`src/rtl/jtkicker_romarb_pkg.sv`:
```
`default_nettype none
// ============================================================================
// Module   : jtkicker_romarb_pkg
// Brief    : Shared types and constants for the Kicker SDRAM read arbiter.
// Revision : 1.0 - initial release
// ============================================================================
package jtkicker_romarb_pkg;

    typedef enum logic [1:0] {
        IDLE     = 2'd0,
        WAIT_ACK = 2'd1,
        WAIT_DST = 2'd2,
        WAIT_RDY = 2'd3
    } state_t;

    localparam int NSLOTS    = 4;
    localparam int SLOT_ID_W = 2;
    localparam int BYTE_DW   = 8;
    localparam int LONG_DW   = 32;
    localparam int SDRAM_AW  = 22;
    localparam int SDRAM_DW  = 16;
    localparam int TAG_W     = 16;

    // Slots 2 and 3 are the 32-bit fetchers.
    function automatic logic is_long_slot(input logic [SLOT_ID_W-1:0] id);
        return id[1];
    endfunction

endpackage
`default_nettype wire

```
`src/rtl/jtkicker_romarb_cache.sv`:
```
`default_nettype none
// ============================================================================
// Module   : jtkicker_romarb_cache
// Brief    : One-entry tag/data cache for a single ROM slot.
// Revision : 1.0 - initial release
// ============================================================================
module jtkicker_romarb_cache
    import jtkicker_romarb_pkg::*;
#(
    parameter int AW = 16,
    parameter int DW = 8
)(
    input  logic                clk,
    input  logic                rst,
    input  logic                clr,
    input  logic                cs,
    input  logic [AW-1:0]       addr,
    input  logic                tag_we,
    input  logic [AW-1:0]       tag_in,
    input  logic                load_lo,
    input  logic                load_hi,
    input  logic [SDRAM_DW-1:0] din,
    output logic                ok,
    output logic [DW-1:0]       dout
);

    logic [AW-1:0] r_tag;
    logic          r_valid;
    logic [DW-1:0] r_data;

    assign ok   = cs & r_valid & ~clr & (addr == r_tag);
    assign dout = r_data;

    // A low-half load means the entry is being replaced, so it stops hitting
    // until the tag write lands together with the final data.
    always_ff @(posedge clk) begin
        if (rst) begin
            r_valid <= 1'b0;
            r_tag   <= '0;
        end else if (clr) begin
            r_valid <= 1'b0;
        end else if (tag_we) begin
            r_valid <= 1'b1;
            r_tag   <= tag_in;
        end else if (load_lo) begin
            r_valid <= 1'b0;
        end
    end

    generate
        if (DW == BYTE_DW) begin : g_byte
            logic w_unused_hi;
            assign w_unused_hi = load_hi;

            always_ff @(posedge clk) begin
                if (rst) begin
                    r_data <= '0;
                end else if (load_lo) begin
                    r_data <= tag_in[0] ? din[15:8] : din[7:0];
                end
            end
        end else begin : g_long
            always_ff @(posedge clk) begin
                if (rst) begin
                    r_data <= '0;
                end else begin
                    if (load_lo) r_data[DW/2-1:0]  <= din;
                    if (load_hi) r_data[DW-1:DW/2] <= din;
                end
            end
        end
    endgenerate

endmodule
`default_nettype wire

```
`src/rtl/jtkicker_romarb.sv`:
```
`default_nettype none
// ============================================================================
// Module   : jtkicker_romarb
// Brief    : Four-slot cached SDRAM read arbiter with fixed priority (slot 0 first).
// Revision : 1.0 - initial release
// ============================================================================
module jtkicker_romarb
    import jtkicker_romarb_pkg::*;
#(
    parameter logic [SDRAM_AW-1:0] SLOT0_OFFSET = 22'h0,
    parameter logic [SDRAM_AW-1:0] SLOT1_OFFSET = 22'h0,
    parameter logic [SDRAM_AW-1:0] SLOT2_OFFSET = 22'h0,
    parameter logic [SDRAM_AW-1:0] SLOT3_OFFSET = 22'h0
)(
    input  logic                clk,
    input  logic                rst,
    input  logic                downloading,

    input  logic                slot0_cs,
    input  logic                slot1_cs,
    input  logic                slot2_cs,
    input  logic                slot3_cs,
    input  logic [15:0]         slot0_addr,
    input  logic [13:0]         slot1_addr,
    input  logic [14:0]         slot2_addr,
    input  logic [14:0]         slot3_addr,
    output logic                slot0_ok,
    output logic                slot1_ok,
    output logic                slot2_ok,
    output logic                slot3_ok,
    output logic [7:0]          slot0_dout,
    output logic [7:0]          slot1_dout,
    output logic [31:0]         slot2_dout,
    output logic [31:0]         slot3_dout,

    output logic                sdram_req,
    output logic [SDRAM_AW-1:0] sdram_addr,
    input  logic                sdram_ack,
    input  logic                data_dst,
    input  logic                data_rdy,
    input  logic [SDRAM_DW-1:0] data_read
);

    state_t                r_state;
    state_t                w_next;
    logic [SLOT_ID_W-1:0]  r_slot;
    logic [TAG_W-1:0]      r_tag;
    logic [SDRAM_AW-1:0]   r_sdram_addr;

    logic [NSLOTS-1:0]     w_cs;
    logic [NSLOTS-1:0]     w_ok;
    logic [NSLOTS-1:0]     w_miss;
    logic [NSLOTS-1:0]     w_load_lo;
    logic [NSLOTS-1:0]     w_load_hi;
    logic [NSLOTS-1:0]     w_tag_we;
    logic [SLOT_ID_W-1:0]  w_grant_id;
    logic [TAG_W-1:0]      w_grant_tag;
    logic [SDRAM_AW-1:0]   w_grant_sdram;
    logic [14:0]           w_addr2;
    logic [14:0]           w_addr3;
    logic                  w_unused;

    // Long-word slots address 16-bit words in pairs; bit 0 plays no part.
    assign w_addr2  = {slot2_addr[14:1], 1'b0};
    assign w_addr3  = {slot3_addr[14:1], 1'b0};
    assign w_unused = slot2_addr[0] ^ slot3_addr[0];

    assign w_cs   = {slot3_cs, slot2_cs, slot1_cs, slot0_cs};
    assign w_miss = w_cs & ~w_ok & {NSLOTS{~downloading}};

    assign slot0_ok = w_ok[0];
    assign slot1_ok = w_ok[1];
    assign slot2_ok = w_ok[2];
    assign slot3_ok = w_ok[3];

    assign sdram_req  = (r_state == WAIT_ACK) && !downloading;
    assign sdram_addr = r_sdram_addr;

    always_comb begin
        w_grant_id = '0;
        for (int i = NSLOTS - 1; i >= 0; i--) begin
            if (w_miss[i]) w_grant_id = i[SLOT_ID_W-1:0];
        end
    end

    always_comb begin
        w_grant_tag   = '0;
        w_grant_sdram = '0;
        case (w_grant_id)
            2'd0: begin
                w_grant_tag   = slot0_addr;
                w_grant_sdram = SLOT0_OFFSET + {7'd0, slot0_addr[15:1]};
            end
            2'd1: begin
                w_grant_tag   = {2'b00, slot1_addr};
                w_grant_sdram = SLOT1_OFFSET + {9'd0, slot1_addr[13:1]};
            end
            2'd2: begin
                w_grant_tag   = {1'b0, w_addr2};
                w_grant_sdram = SLOT2_OFFSET + {7'd0, w_addr2};
            end
            default: begin
                w_grant_tag   = {1'b0, w_addr3};
                w_grant_sdram = SLOT3_OFFSET + {7'd0, w_addr3};
            end
        endcase
    end

    always_ff @(posedge clk) begin
        if (rst) begin
            r_state      <= IDLE;
            r_slot       <= '0;
            r_tag        <= '0;
            r_sdram_addr <= '0;
        end else begin
            r_state <= w_next;
            if (r_state == IDLE && w_next == WAIT_ACK) begin
                r_slot       <= w_grant_id;
                r_tag        <= w_grant_tag;
                r_sdram_addr <= w_grant_sdram;
            end
        end
    end

    // Strobes always target the latched slot, so a client that moves its
    // address mid-transfer still gets the data stored under the old tag.
    always_comb begin
        w_next    = r_state;
        w_load_lo = '0;
        w_load_hi = '0;
        w_tag_we  = '0;
        if (downloading) begin
            w_next = IDLE;
        end else begin
            case (r_state)
                IDLE: begin
                    if (|w_miss) w_next = WAIT_ACK;
                end
                WAIT_ACK: begin
                    if (sdram_ack) w_next = WAIT_DST;
                end
                WAIT_DST: begin
                    if (data_dst) begin
                        w_load_lo[r_slot] = 1'b1;
                        if (is_long_slot(r_slot)) begin
                            if (data_rdy) begin
                                w_load_hi[r_slot] = 1'b1;
                                w_tag_we[r_slot]  = 1'b1;
                                w_next            = IDLE;
                            end else begin
                                w_next = WAIT_RDY;
                            end
                        end else begin
                            w_tag_we[r_slot] = 1'b1;
                            w_next           = data_rdy ? IDLE : WAIT_RDY;
                        end
                    end
                end
                WAIT_RDY: begin
                    if (data_rdy) begin
                        if (is_long_slot(r_slot)) begin
                            w_load_hi[r_slot] = 1'b1;
                            w_tag_we[r_slot]  = 1'b1;
                        end
                        w_next = IDLE;
                    end
                end
                default: w_next = IDLE;
            endcase
        end
    end

    jtkicker_romarb_cache #(.AW(16), .DW(BYTE_DW)) u_cache0 (
        .clk     (clk),
        .rst     (rst),
        .clr     (downloading),
        .cs      (slot0_cs),
        .addr    (slot0_addr),
        .tag_we  (w_tag_we[0]),
        .tag_in  (r_tag),
        .load_lo (w_load_lo[0]),
        .load_hi (w_load_hi[0]),
        .din     (data_read),
        .ok      (w_ok[0]),
        .dout    (slot0_dout)
    );

    jtkicker_romarb_cache #(.AW(14), .DW(BYTE_DW)) u_cache1 (
        .clk     (clk),
        .rst     (rst),
        .clr     (downloading),
        .cs      (slot1_cs),
        .addr    (slot1_addr),
        .tag_we  (w_tag_we[1]),
        .tag_in  (r_tag[13:0]),
        .load_lo (w_load_lo[1]),
        .load_hi (w_load_hi[1]),
        .din     (data_read),
        .ok      (w_ok[1]),
        .dout    (slot1_dout)
    );

    jtkicker_romarb_cache #(.AW(15), .DW(LONG_DW)) u_cache2 (
        .clk     (clk),
        .rst     (rst),
        .clr     (downloading),
        .cs      (slot2_cs),
        .addr    (w_addr2),
        .tag_we  (w_tag_we[2]),
        .tag_in  (r_tag[14:0]),
        .load_lo (w_load_lo[2]),
        .load_hi (w_load_hi[2]),
        .din     (data_read),
        .ok      (w_ok[2]),
        .dout    (slot2_dout)
    );

    jtkicker_romarb_cache #(.AW(15), .DW(LONG_DW)) u_cache3 (
        .clk     (clk),
        .rst     (rst),
        .clr     (downloading),
        .cs      (slot3_cs),
        .addr    (w_addr3),
        .tag_we  (w_tag_we[3]),
        .tag_in  (r_tag[14:0]),
        .load_lo (w_load_lo[3]),
        .load_hi (w_load_hi[3]),
        .din     (data_read),
        .ok      (w_ok[3]),
        .dout    (slot3_dout)
    );

endmodule
`default_nettype wire
```
`config.mk`:
```
export PLATFORM = sky130hd
export DESIGN_NAME = jtkicker_romarb
export DESIGN_NICKNAME = d
export VERILOG_FILES = /design/src/rtl/jtkicker_romarb_pkg.sv /design/src/rtl/jtkicker_romarb_cache.sv /design/src/rtl/jtkicker_romarb.sv
export SDC_FILE = /design/constraint.sdc
export NUM_CORES = 1
export LEC_CHECK = 0
export ABC_AREA = 1
export ABC_CLOCK_PERIOD_IN_PS = 2200
export CAP_MARGIN = 20
export CORE_ASPECT_RATIO = 0.7
export CORE_UTILIZATION = 40
export CTS_CLUSTER_DIAMETER = 50
export CTS_CLUSTER_SIZE = 10
export DETAILED_ROUTE_END_ITERATION = 10
export GPL_TIMING_DRIVEN = 0
export HOLD_SLACK_MARGIN = 0.1
export PLACE_DENSITY = 0.7
export REMOVE_ABC_BUFFERS = 1
export SYNTH_ARGS = -nofsm -noshare
export SYNTH_HDL_FRONTEND = slang
export SYNTH_HIERARCHICAL = 1
export SYNTH_SLANG_ARGS = --single-unit
```
`constraint.sdc`:
```
create_clock -name clk -period 2.2 [get_ports clk]
set_input_delay 0.33 -clock clk [delete_from_list [all_inputs] [get_ports clk]]
set_output_delay 0.33 -clock clk [all_outputs]
set_load 0.02 [all_outputs]
```
==> results of run 1 <==
-- layout make-up --
class / count / area [sq um] / area share, %
tap: 282 / 353 / 2.98
multi-input combinational: 898 / 4590 / 38.8
sequential: 179 / 3580 / 30.3
inverter: 154 / 612 / 5.17
clock inverter: 11 / 105 / 0.889
antenna: 2 / 5.00 / 0.0423
timing repair buffer: 212 / 2140 / 18.1
clock buffer: 18 / 439 / 3.71
-- how the worst max path moves through the flow --
stage	from	end	slack [ps]	cells past startpoint
after floorplan	slot0_addr[9]	r_tag[14]	-300	17
after global placement	rst	u_cache1/dout[4]	-5620	4
after detailed placement	downloading	r_tag[12]	-2400	15
after CTS	slot2_cs	sdram_addr[6]	-20	15
after global routing	slot2_addr[6]	sdram_addr[6]	-180	15
final	slot2_addr[3]	sdram_addr[6]	-120	15
-- cells in the final DEF (no fill, tap or decap), types with 3 or more instances in the layout --
cell,synthesis,routed
a211oi_2,12,12
a21oi_1,118,115
a21oi_2,21,24
buf_12,0,5
buf_4,22,16
buf_6,22,8
clkbuf_16,0,17
clkdlybuf4s50_1,0,140
clkinvlp_4,0,5
conb_1,1,9
dfxtp_1,179,178
dlygate4sd2_1,0,28
dlymetal6s2s_1,0,11
inv_1,127,125
inv_2,21,20
inv_4,4,5
inv_6,2,6
nand2_1,388,378
nand2_2,29,29
nand2_4,2,11
nand3_1,78,76
nand3_2,0,3
nand3_4,2,5
nand4_1,14,14
nor2_1,120,106
nor2_2,10,18
nor2_4,3,10
nor4_2,0,3
o211ai_1,14,14
o21ai_0,26,24
o21ai_1,7,9
xnor2_1,22,19
xnor2_2,0,3
-- registers in the layout, indices dropped and copies added (netlist names), 2 cells and up --
signal / cells
r_slot: 2
r_state: 2
r_tag: 16
sdram_addr: 15
u_cache0/dout: 8
u_cache0/r_tag: 16
u_cache1/dout: 8
u_cache1/r_tag: 14
u_cache2/dout: 32
u_cache2/r_tag: 15
u_cache3/dout: 32
u_cache3/r_tag: 15
-- power by group --
part           switching, uW  leakage [uW]  internal, uW
combinational            599       0.00324           370
clock                   1350      0.000257          1580
sequential              56.9       0.00145          3280
-- per-stage QoR --
step                      TNS [ps]  util [%]
final                        -1710      54.1
after global routing         -3750      54.1
after CTS                    -43.8      53.0
after detailed placement   -150550      49.2
after global placement     -638930      48.7
after floorplan             -21250         -
-- cell families (layout without fill, tap and decap cells) --
| group | after synthesis | in the layout |
|---|---|---|
| other | 1 | 11 |
| AOI/OAI and AO/OA | 203 | 203 |
| xor gates and xnor gates | 24 | 24 |
| DFF | 179 | 179 |
| and+or+nand+nor | 657 | 662 |
| buffers and inverters | 222 | 395 |
-- repair_timing --
action | 4_1_cts | 5_1_grt
setup buffers | 13 | 8
cloned | 4 | 1
gates resized for setup | 71 | 51
pin swaps | 11 | 8
endpoints found under the setup margin | 107 | 82
-- worst max-delay path: stages --
cell and delay, ps:
clkdlybuf4s50_1 520, xnor2_1 130, nand2_1 90, nor2_1 130, nand2_2 130, nor2_4 140
inv_1 90, nand2_1 70, nand3_2 130, nand2_4 140, nand2_4 170, nand3_1 210
nand3_1 140, nand2_1 110, a21oi_1 70
-- metal layers --
metal | wire, microns | GRT usage [%] | up-vias
met3 | 3310 | 6.67 | 23
li1 | - | - | 4397
met5 | 0 | 0 | -
met1 | 14100 | 38.3 | 4143
met2 | 12100 | 36.0 | 433
met4 | 326 | 6.33 | 0
==> results.md, run 1 <==
* Status: finished, violations left
* Failing checks: setup timing
* Buffers on Ports at 183
* Number of synthesized register bits at around 180
* F_max at around 430 MHz
* Max Slew Vio Count at 0
* Clk slew on worst S/H paths at around 70 ps
* Placed inst area at 10,700 sq um
* Synthesized instance count at roughly 1,300
* H-tree levels at 4
* Grt ovf at 0
* VDD IR max at about 0.47 mV
* Hold Path Origin: rst
* Ys flop type: dfxtp_1
* I/O pins at 193
* Fin crit period at about 2300 ps
* Mux contribution to synthesized area at 0%
* # nets final at approximately 1,500
* P_leak at between 0.004 and 0.005 uW
* Count leader, synth: nand2_1
* Cell Area, Synth at approximately 9000 sq um
* Initial DRC Count at around 990
* Max Root-Sink Buffers at 2
* DRT Pass-1 Iters at 5
* Clock sink total at between 150 and 200
* First-pass GRT wire length at roughly 46,000 microns
* Simple-gate share of the synthesized area at 31.1%
* Largest family of logic cells by synthesized area: simple AND/OR/NAND/NOR gates
* Initial Utilization at approximately two fifths
* Synth area leaders: dfxtp_1 40%, nand2_1 16%, a21oi_1 6.6%
* Post-DR wirelength/cell at around 17 microns
* Post-Synth Adder-Cell Area at 0%
* Count of final setup violators at 32
* Routed WL at between 20,000 and 30,000 microns
* CTS Buf Count at 17
* Hold depth at 2
* Crit path capture type: register
* Final period util at 105%
* Share of cells above drive strength 1 at roughly 15%
* RSZ-0062 raised after global routing: true
* Vias at about 9,000
* Ys async rst share at 0%
* Hold buffers post-CTS at 0
* Relative slew slack at between 20% and 30%
* Worst path arrival time at about 2600 ps
* WHS Endpoint: u_cache3/r_tag[8]
* CTS tree: done
* Critical-path maximum fanout at 17
* Hold_ws at 321 ps
* Initial antenna violation count at 2
* R2R Path Start: u_cache2/r_tag[13]
* Startpoint types: primary input
* Post-synth cell types at 38
* R2R Path End: sdram_addr[6]
* Clk_lat worst skew at about 430 ps
* Design Area, Final at 11,800 sq um
* WP data required at 2490 ps
* Max-Cap Viols at 0
* Register area share after synthesis at approximately two fifths
* Area Overhead vs Synth at 32.0%
* Layout Cells excl Fill at around 1,800
* Vias per cell at slightly above 5
* Post-route DRC at 0
* Antenna viol nets, final at 0
* Die footprint at around 23,000 sq um
* Area share of the largest cell type after synthesis at roughly two fifths
* Inst Count DP at between 1,500 and 2,000
* Vias in the first global route at 8,015
* XOR/XNOR share of the synthesized area at 2.35%
* Reg2reg setup slack at -60 ps
* Post-Syn Area per Cell at around 7.0 sq um
* Hold Path Class: in2reg
* Die Wd at 181 microns
* Setup ws final at -119 ps
* Placer Congestion at between 0.9 and 1
* Largest net degree at the start of global routing at between 80 and 90
* Ys Warns at 6
* Final Hold Fails at 0
* Synth cell count leaders: 388 x nand2_1, 179 x dfxtp_1, 127 x inv_1
* Die height at ~130 microns
* PwrDens at around 610 nW/um^2
* EDFF count, synth at 0
* Root Buffer: clkbuf_16
* Total power draw at 7240 uW
* Max Clock Skew at between 10 and 15 ps
* Type of the worst setup path: in2reg
* Filler cell count at around 2,100
* Compound-cell area share of the yosys netlist at between 10% and 20%
* Worst-Margin Slew at ~1100 ps
* Cell taking the most area after synthesis: dfxtp_1
* Worst reg2reg path depth at 14
* Core Footprint at 21,800 sq um
* GRT Resource Usage Total at 25.6%
* # rows at 45
* Final HPWL DP at slightly below 20,000 microns
* Pre-CTS WS at -2400 ps
Note: power is estimated with default switching activity, not from simulation.
==> run 2, diff against run 1 <==
--- a/config.mk
+++ b/config.mk
@@ -5,7 +5,6 @@
 export SDC_FILE = /design/constraint.sdc
 export NUM_CORES = 1
 export LEC_CHECK = 0
-export ABC_AREA = 1
 export ABC_CLOCK_PERIOD_IN_PS = 2200
 export CAP_MARGIN = 20
 export CORE_ASPECT_RATIO = 0.7
@@ -15,7 +14,7 @@
 export DETAILED_ROUTE_END_ITERATION = 10
 export GPL_TIMING_DRIVEN = 0
 export HOLD_SLACK_MARGIN = 0.1
-export PLACE_DENSITY = 0.7
+export PLACE_DENSITY = 0.71
 export REMOVE_ABC_BUFFERS = 1
 export SYNTH_ARGS = -nofsm -noshare
 export SYNTH_HDL_FRONTEND = slang
==> results.md, run 2 <==
* Status: finished, violations left
* Failing checks: setup timing
* Clk slew on worst S/H paths at 80 ps (about the same)
* Core Footprint at 20,100 sq um (-7.9%)
* Ys flop type: dfxtp_1
* Worst path arrival time at 2850 ps (+240 ps)
* DRT Pass-1 Iters at 6 (+1)
* Hold buffers post-CTS at 0 (unchanged)
* R2R Path Start: u_cache0/r_tag[7]
* First-pass GRT wire length at 40,100 microns (-12%)
* # nets final at 1,206 (-22%)
* PwrDens at 618 nW/um^2 (+0.93%)
* Most frequent cells in the layout: 169 x dfxtp_1, 145 x clkdlybuf4s50_1, 133 x nand2_1, 112 x nor2_1, 80 x mux2i_1
* Max Clock Skew at 12.9 ps (+1.97 ps)
* Design Area, Final at 11,800 sq um (-0.65%)
* Hold depth at 2 (unchanged)
* Cell taking the most area after synthesis: dfxtp_1
* NetSw at 2040 uW (+1.6%)
* CTS Buf Count at 17 (unchanged)
* Vias in the first global route at 6,926 (-14%)
* # diodes at 0 (-2)
* # rows at 43 (-4.4%)
* Synth cell count leaders: 179 x dfxtp_1, 133 x nand2_1, 118 x nor2_1
* Largest net degree at the start of global routing at 100 (+22%)
* Count of final setup violators at 35 (+9.4%)
* Die footprint at 21,400 sq um (-6.9%)
* Relative slew slack at 54.9% (+26 points)
* Share of cells above drive strength 1 at 16.6% (+1.9 points)
* Max-Cap Viols at 0 (unchanged)
* Synthesized instance count at 923 (-28%)
* WHS Endpoint: sdram_addr[3]
* Final HPWL DP at 18,500 microns (-6.3%)
* Ys Warns at 6 (unchanged)
* Layout Cells excl Fill at 1,403 (-20%)
* I/O pins at 193 (unchanged)
* Internal at 5220 uW (-0.24%)
* Area Overhead vs Synth at 41.0%
* Total power draw at 7260 uW (+0.28%)
* Cell Area, Synth at 8330 sq um (-7.0%)
* F_max at 392 MHz (-9.1%)
* Worst reg2reg path depth at 12 (-2)
* Commonest non-fill, non-tap cell in the layout: dfxtp_1
* Reg2reg setup slack at -320 ps (-260 ps)
* Worst path cell trace: clkdlybuf4s50_1 > xor2_1 > nor4_1 > nand4_1 > nor4_4 > buf_4 > nand2b_4 > nand4_1 > buf_6 > buf_6 > o21a_1 > a22oi_1 > nor2_1
* P_leak at 0.00420 uW (-15%)
* Initial antenna violation count at 1 (-1)
* Count leader, synth: dfxtp_1
* Reg power frac at 46.2% (about the same)
* Area share of the largest cell type after synthesis at 43.0% (+3.0 points)
* Crit path capture type: register
* Type of the worst setup path: in2reg
* Fin crit period at 2550 ps (+232 ps)
* GRT Resource Usage Total at 24.6% (-1.0 points)
* Placed inst area at 10,300 sq um (-4.5%)
* Grt ovf at 0 (unchanged)
* Startpoint types: primary input
* Die height at 123 microns (-3.5%)
* Vias at 7,686 (-15%)
* Post-DR wirelength/cell at 19.6 microns (+15%)
* VDD IR max at 0.449 mV (-4.8%)
* Post-route DRC at 0 (unchanged)
* Post-synth cell types at 48 (+26%)
* Critical-path maximum fanout at 6 (-11)
* Biggest cell delay along the critical path at 560 ps (+40 ps)
* Initial Utilization at 41.4% (+0.41 points)
* Combinational Power Share at 13.1% (-0.3 points)
* Final period util at 116% (+11 points)
* Antenna viol nets, final at 0 (unchanged)
* Setup ws final at -351 ps (-232 ps)
* CTS tree: done
* Clk_lat worst skew at 440 ps (about the same)
* Clock share of power at 40.7% (+0.2 points)
* Synth area leaders: dfxtp_1 43%, mux2i_1 9.6%, nand2_1 6.0%
* Root Buffer: clkbuf_16
* Vias per cell at 5.48 (+6.9%)
* Register area share after synthesis at 43.0% (+3.0 points)
* Initial DRC Count at 827 (-16%)
* RSZ-0062 raised after global routing: true
* Hold Path Class: in2reg
* Max Slew Vio Count at 0 (unchanged)
* Die Wd at 175 microns (-3.5%)
* R2R Path End: sdram_addr[6]
* Number of synthesized register bits at 179 (unchanged)
* H-tree levels at 4 (unchanged)
* Hold Path Origin: rst
* Inst Count DP at 1,322 (-22%)
* Max Root-Sink Buffers at 2 (unchanged)
* Sw Share at 28.1% (+0.37 points)
* Routed WL at 27,500 microns (-7.8%)
* Worst-Margin Slew at 676 ps (-386 ps)
* EDFF count, synth at 0 (unchanged)
* Placer Congestion at 0.941 (+3.1%)
* Pre-CTS WS at -3080 ps (-688 ps)
* Ys async rst share at 0% (unchanged)
* Worst path slowest cell: clkdlybuf4s50_1
* Clock sink total at 179 (unchanged)
* Post-Syn Area per Cell at 9.03 sq um (+30%)
* Final Hold Fails at 0 (unchanged)
* WP data required at 2500 ps (about the same)
* Buffers on Ports at 183 (unchanged)
## run 2: changes by cell type in the layout (fill, tap and decap cells not counted), moves of 29 or more
cell,previous run,this run
nand2_1,378,133
mux2i_1,0,80
inv_1,125,5
nand3_1,76,3
a21oi_1,115,66
nand2_2,29,0
## run 2: timing repair
action | CTS | global route
hold endpoints to repair | 0 | 0
pin swaps | 21 | 37
setup endpoints to repair | 183 | 63
setup buffers | 23 | 20
gates cloned | 3 | 3
resized for setup | 77 | 78
## run 2: routing by layer
| layer | GRT usage, % | vias up | share of wire, % |
|---|---|---|---|
| li1 | - | 3589 | - |
| met1 | 34.9 | 3713 | 45 |
| met2 | 36.5 | 344 | 43 |
| met3 | 7.28 | 40 | 9.7 |
| met4 | 5.49 | 0 | 1.4 |
| met5 | 0 | - | 0 |
## run 2: critical path: cells and delay by family
| kind | cells | cell delay (ps) |
|---|---|---|
| AO/OA/AOI/OAI | 2 | 360 |
| XOR/XNOR | 1 | 210 |
| AND/OR/NAND/NOR | 6 | 890 |
| buffers and inverters | 4 | 1040 |
## run 2: cell families after synthesis
kind of cell,Yosys count,synth area share (%)
xor gates and xnor gates,60,6.31
and+or+nand+nor,331,18.4
DFF,179,43.0
muxes,80,9.61
other,1,0.0450
buffers and inverters,78,5.88
AOI/OAI and AO/OA,194,16.7
## run 2: power groups by stage
stage               logic (uW)  registers (uW)  clock network (uW)
global placement           752            3430                   0
finish                     949            3360                2960
detailed placement         777            3420                   0
global route               992            3360                3180
CTS                        829            3350                3020
floorplan                  315            3420                   0
## run 2: layout make-up
type / count / area [sq um]
clock buffers: 18 / 429
multi-input cells: 678 / 4760
clock inverters: 14 / 131
well taps: 270 / 338
inverters: 5 / 18.8
repair buffers: 239 / 2480
flip-flops and latches: 179 / 3600
fillers: 1745 / 8370
## run 2: per-stage QoR
step	setup TNS, ps	hold WS [ps]	utilization [%]
after floorplan	-35160	392	-
after global placement	-696500	442	50.0
after detailed placement	-232980	450	51.0
after CTS	-14200	351	55.7
after global routing	-12910	360	58.4
final	-9550	349	58.4
## run 2: worst max path at each step
stage                      start       endpoint  slack (ps)
4_1_cts        u_cache0/r_tag[3]  sdram_addr[9]        -470
2_1_floorplan        downloading      r_tag[13]       -1130
3_5_place_dp         downloading  sdram_addr[1]       -3080
5_1_grt        u_cache0/r_tag[7]  sdram_addr[5]        -450
6_report           slot0_addr[4]  sdram_addr[6]        -350
3_3_place_gp                 rst       r_tag[0]       -4480
==> run 3, diff against run 2 <==
--- a/config.mk
+++ b/config.mk
@@ -5,7 +5,7 @@
 export SDC_FILE = /design/constraint.sdc
 export NUM_CORES = 1
 export LEC_CHECK = 0
-export ABC_CLOCK_PERIOD_IN_PS = 2200
+export ABC_CLOCK_PERIOD_IN_PS = 3000
 export CAP_MARGIN = 20
 export CORE_ASPECT_RATIO = 0.7
 export CORE_UTILIZATION = 40
@@ -14,7 +14,7 @@
 export DETAILED_ROUTE_END_ITERATION = 10
 export GPL_TIMING_DRIVEN = 0
 export HOLD_SLACK_MARGIN = 0.1
-export PLACE_DENSITY = 0.71
+export PLACE_DENSITY = 0.66
 export REMOVE_ABC_BUFFERS = 1
 export SYNTH_ARGS = -nofsm -noshare
 export SYNTH_HDL_FRONTEND = slang
==> constraint.sdc (replaced) <==
create_clock -name clk -period 3 [get_ports clk]
set_input_delay 0.45 -clock clk [delete_from_list [all_inputs] [get_ports clk]]
set_output_delay 0.45 -clock clk [all_outputs]
set_load 0.02 [all_outputs]
==> results.md, run 3 (synthesis gave the netlist of run 2 again) <==
* Post-DR wirelength/cell at 19.5 microns (-0.19%)
* Clk slew on worst S/H paths at 70 ps (about the same)
* RSZ-0062 raised after global routing: false
* Max-Cap Viols at 0 (unchanged)
* Max Clock Skew at 11.9 ps (-0.969 ps)
* Fin crit period at 2970 ps
* GRT Resource Usage Total at 24.6% (about the same)
* CTS tree: done
* Area Overhead vs Synth at 32.9%
* Type of the worst setup path: in2reg
* PwrDens at 486 nW/um^2 (-21%)
* Die Wd at 175 microns (unchanged)
* Initial DRC Count at 737 (-11%)
* Initial antenna violation count at 0 (-1)
* Pre-CTS WS at -2290 ps (+796 ps)
* Buffers on Ports at 183 (unchanged)
* Filler cell count at 1,833 (+5.0%)
* Antenna viol nets, final at 0 (unchanged)
* Initial Utilization at 41.4% (unchanged)
* Design Area, Final at 11,100 sq um (-5.7%)
* Routed WL at 26,700 microns (-2.8%)
* I/O pins at 193 (unchanged)
* Relative slew slack at 47.5% (-7.4 points)
* Status: complete, no violations
* Core Footprint at 20,100 sq um (unchanged)
* # rows at 43 (unchanged)
* CTS Buf Count at 17 (unchanged)
* Max Slew Vio Count at 0 (unchanged)
* # diodes at 0 (unchanged)
* Clk_lat worst skew at 430 ps (about the same)
* Clock sink total at 179 (unchanged)
* Die height at 123 microns (unchanged)
* Final period util at between 90% and 100%
* Die footprint at 21,400 sq um (unchanged)
* Root Buffer: clkbuf_16
* First-pass GRT wire length at 39,900 microns (-0.50%)
* Placer Congestion at 0.917 (-2.6%)
* Crit path capture type: register
* Hold Path Class: reg2reg
* Critical-path maximum fanout at 17 (+11)
* Worst-Margin Slew at 785 ps (+109 ps)
* Startpoint types: primary input
* DRT Pass-1 Iters at 5 (-1)
* Placed inst area at 10,300 sq um (+0.16%)
* Vias at 7,341 (-4.5%)
* Final HPWL DP at 19,000 microns (+2.9%)
* Seq. cell area at 3580 sq um (-0.35%)
* Commonest non-fill, non-tap cell in the layout: dfxtp_1
* Post-route DRC at 0 (unchanged)
* WP data required at 3300 ps (+800 ps)
* Largest net degree at the start of global routing at 93 (-7.0%)
* # nets final at 1,169 (-3.1%)
* Worst path arrival time at 3270 ps (+420 ps)
* P_leak at 0.00379 uW (-9.8%)
* Share of cells above drive strength 1 at 8.58% (-8.0 points)
* VDD IR max at 0.396 mV (-12%)
* Setup ws final at 34.2 ps (+385 ps)
* Max Root-Sink Buffers at 2 (unchanged)
* Vias per cell at 5.37 (-1.9%)
* Count of final setup violators at 0 (-100%)
* H-tree levels at 4 (unchanged)
* Multi-input gate area at 4420 sq um (-7.2%)
* F_max at ~340 MHz
* Most frequent cells in the layout: 179 x dfxtp_1, 178 x clkdlybuf4s50_1, 133 x nand2_1, 113 x nor2_1, 80 x mux2i_1
* Final Hold Fails at 0 (unchanged)
* Hold buffers post-CTS at 0 (unchanged)
* Vias in the first global route at 6,681 (-3.5%)
* Grt ovf at 0 (unchanged)
==> run 3: changes by cell type in the layout (fill, tap and decap cells not counted), sizes merged, moves of 2 or more <==
cell           previous run  this run
buf                      59        24
inv                      15         8
dlymetal6s2s             14         1
dlygate4sd2              17         1
clkinv                    3         5
clkdlybuf4s50           145       178
bufinv                    0         3
==> run 3: cell type report <==
class / count / share of cell area, %
multi-input combinational: 675 / 39.9
clock inverter: 13 / 1.41
tap: 270 / 3.05
sequential: 179 / 32.3
inverter: 5 / 0.169
clock buffer: 19 / 4.00
timing repair buffer: 205 / 19.1
==> run 3: critical path, cell delays in order <==
cell and delay, ps:
clkdlybuf4s50_1 510, xor2_1 190, nor4_1 350, nand4_1 190, nor4_4 310, and2b_4 270, o41a_4 490, o21ai_1 260
a2bb2oi_1 190, nor2_1 50
==> run 3: routing by layer <==
metal  track usage, %  up-vias  routed length [microns]
met1             36.8     3530                    13000
met5                0        -                        0
li1                 -     3512                        -
met2             35.6      285                    11400
met3             5.42       14                     2100
met4             5.43        0                      180
==> run 3: per-stage QoR <==
stage / total power (uW) / utilization [%] / TNS, ps / hold WS (ps) / std cells
finish: 5380 / 55.1 / 0 / 457 / 1366
detailed placement: 3080 / 51.1 / -105800 / 451 / 1322
global route: 5550 / 55.1 / 0 / 480 / 1366
global placement: 3070 / 50.0 / -564950 / 442 / 1311
floorplan: 2740 / - / -10790 / 426 / 858
CTS: 5390 / 54.6 / 0 / 462 / 1360
==> run 3: report_power, final <==
group	switching (uW)	internal, uW	total [uW]	leakage [uW]
Clock	986	1330	2320	0.000294
Sequential	53.3	2410	2460	0.00145
Combinational	332	271	604	0.00205
Total	1370	4010	5380	0.00379
==> run 3: path summary, 6_finish.rpt <==
path | startpoint | end | slack, ps | depth (start not counted)
setup reg to reg | u_cache0/r_tag[10] | sdram_addr[1] | 280 | 9
hold / removal | r_tag[15] | r_tag[15] | 460 | 2
setup / recovery | slot0_addr[10] | sdram_addr[1] | 30 | 10
hold reg to reg | r_tag[15] | r_tag[15] | 460 | 2
==> run 3: what timing repair did <==
item / 4_1_cts / 5_1_grt
buffers inserted: 5 / 6
pin swaps: 4 / 3
gates resized for setup: 18 / 11
gates cloned: 1 / 0
endpoints found under the setup margin: 49 / 29
endpoints found under the hold margin: 0 / 0
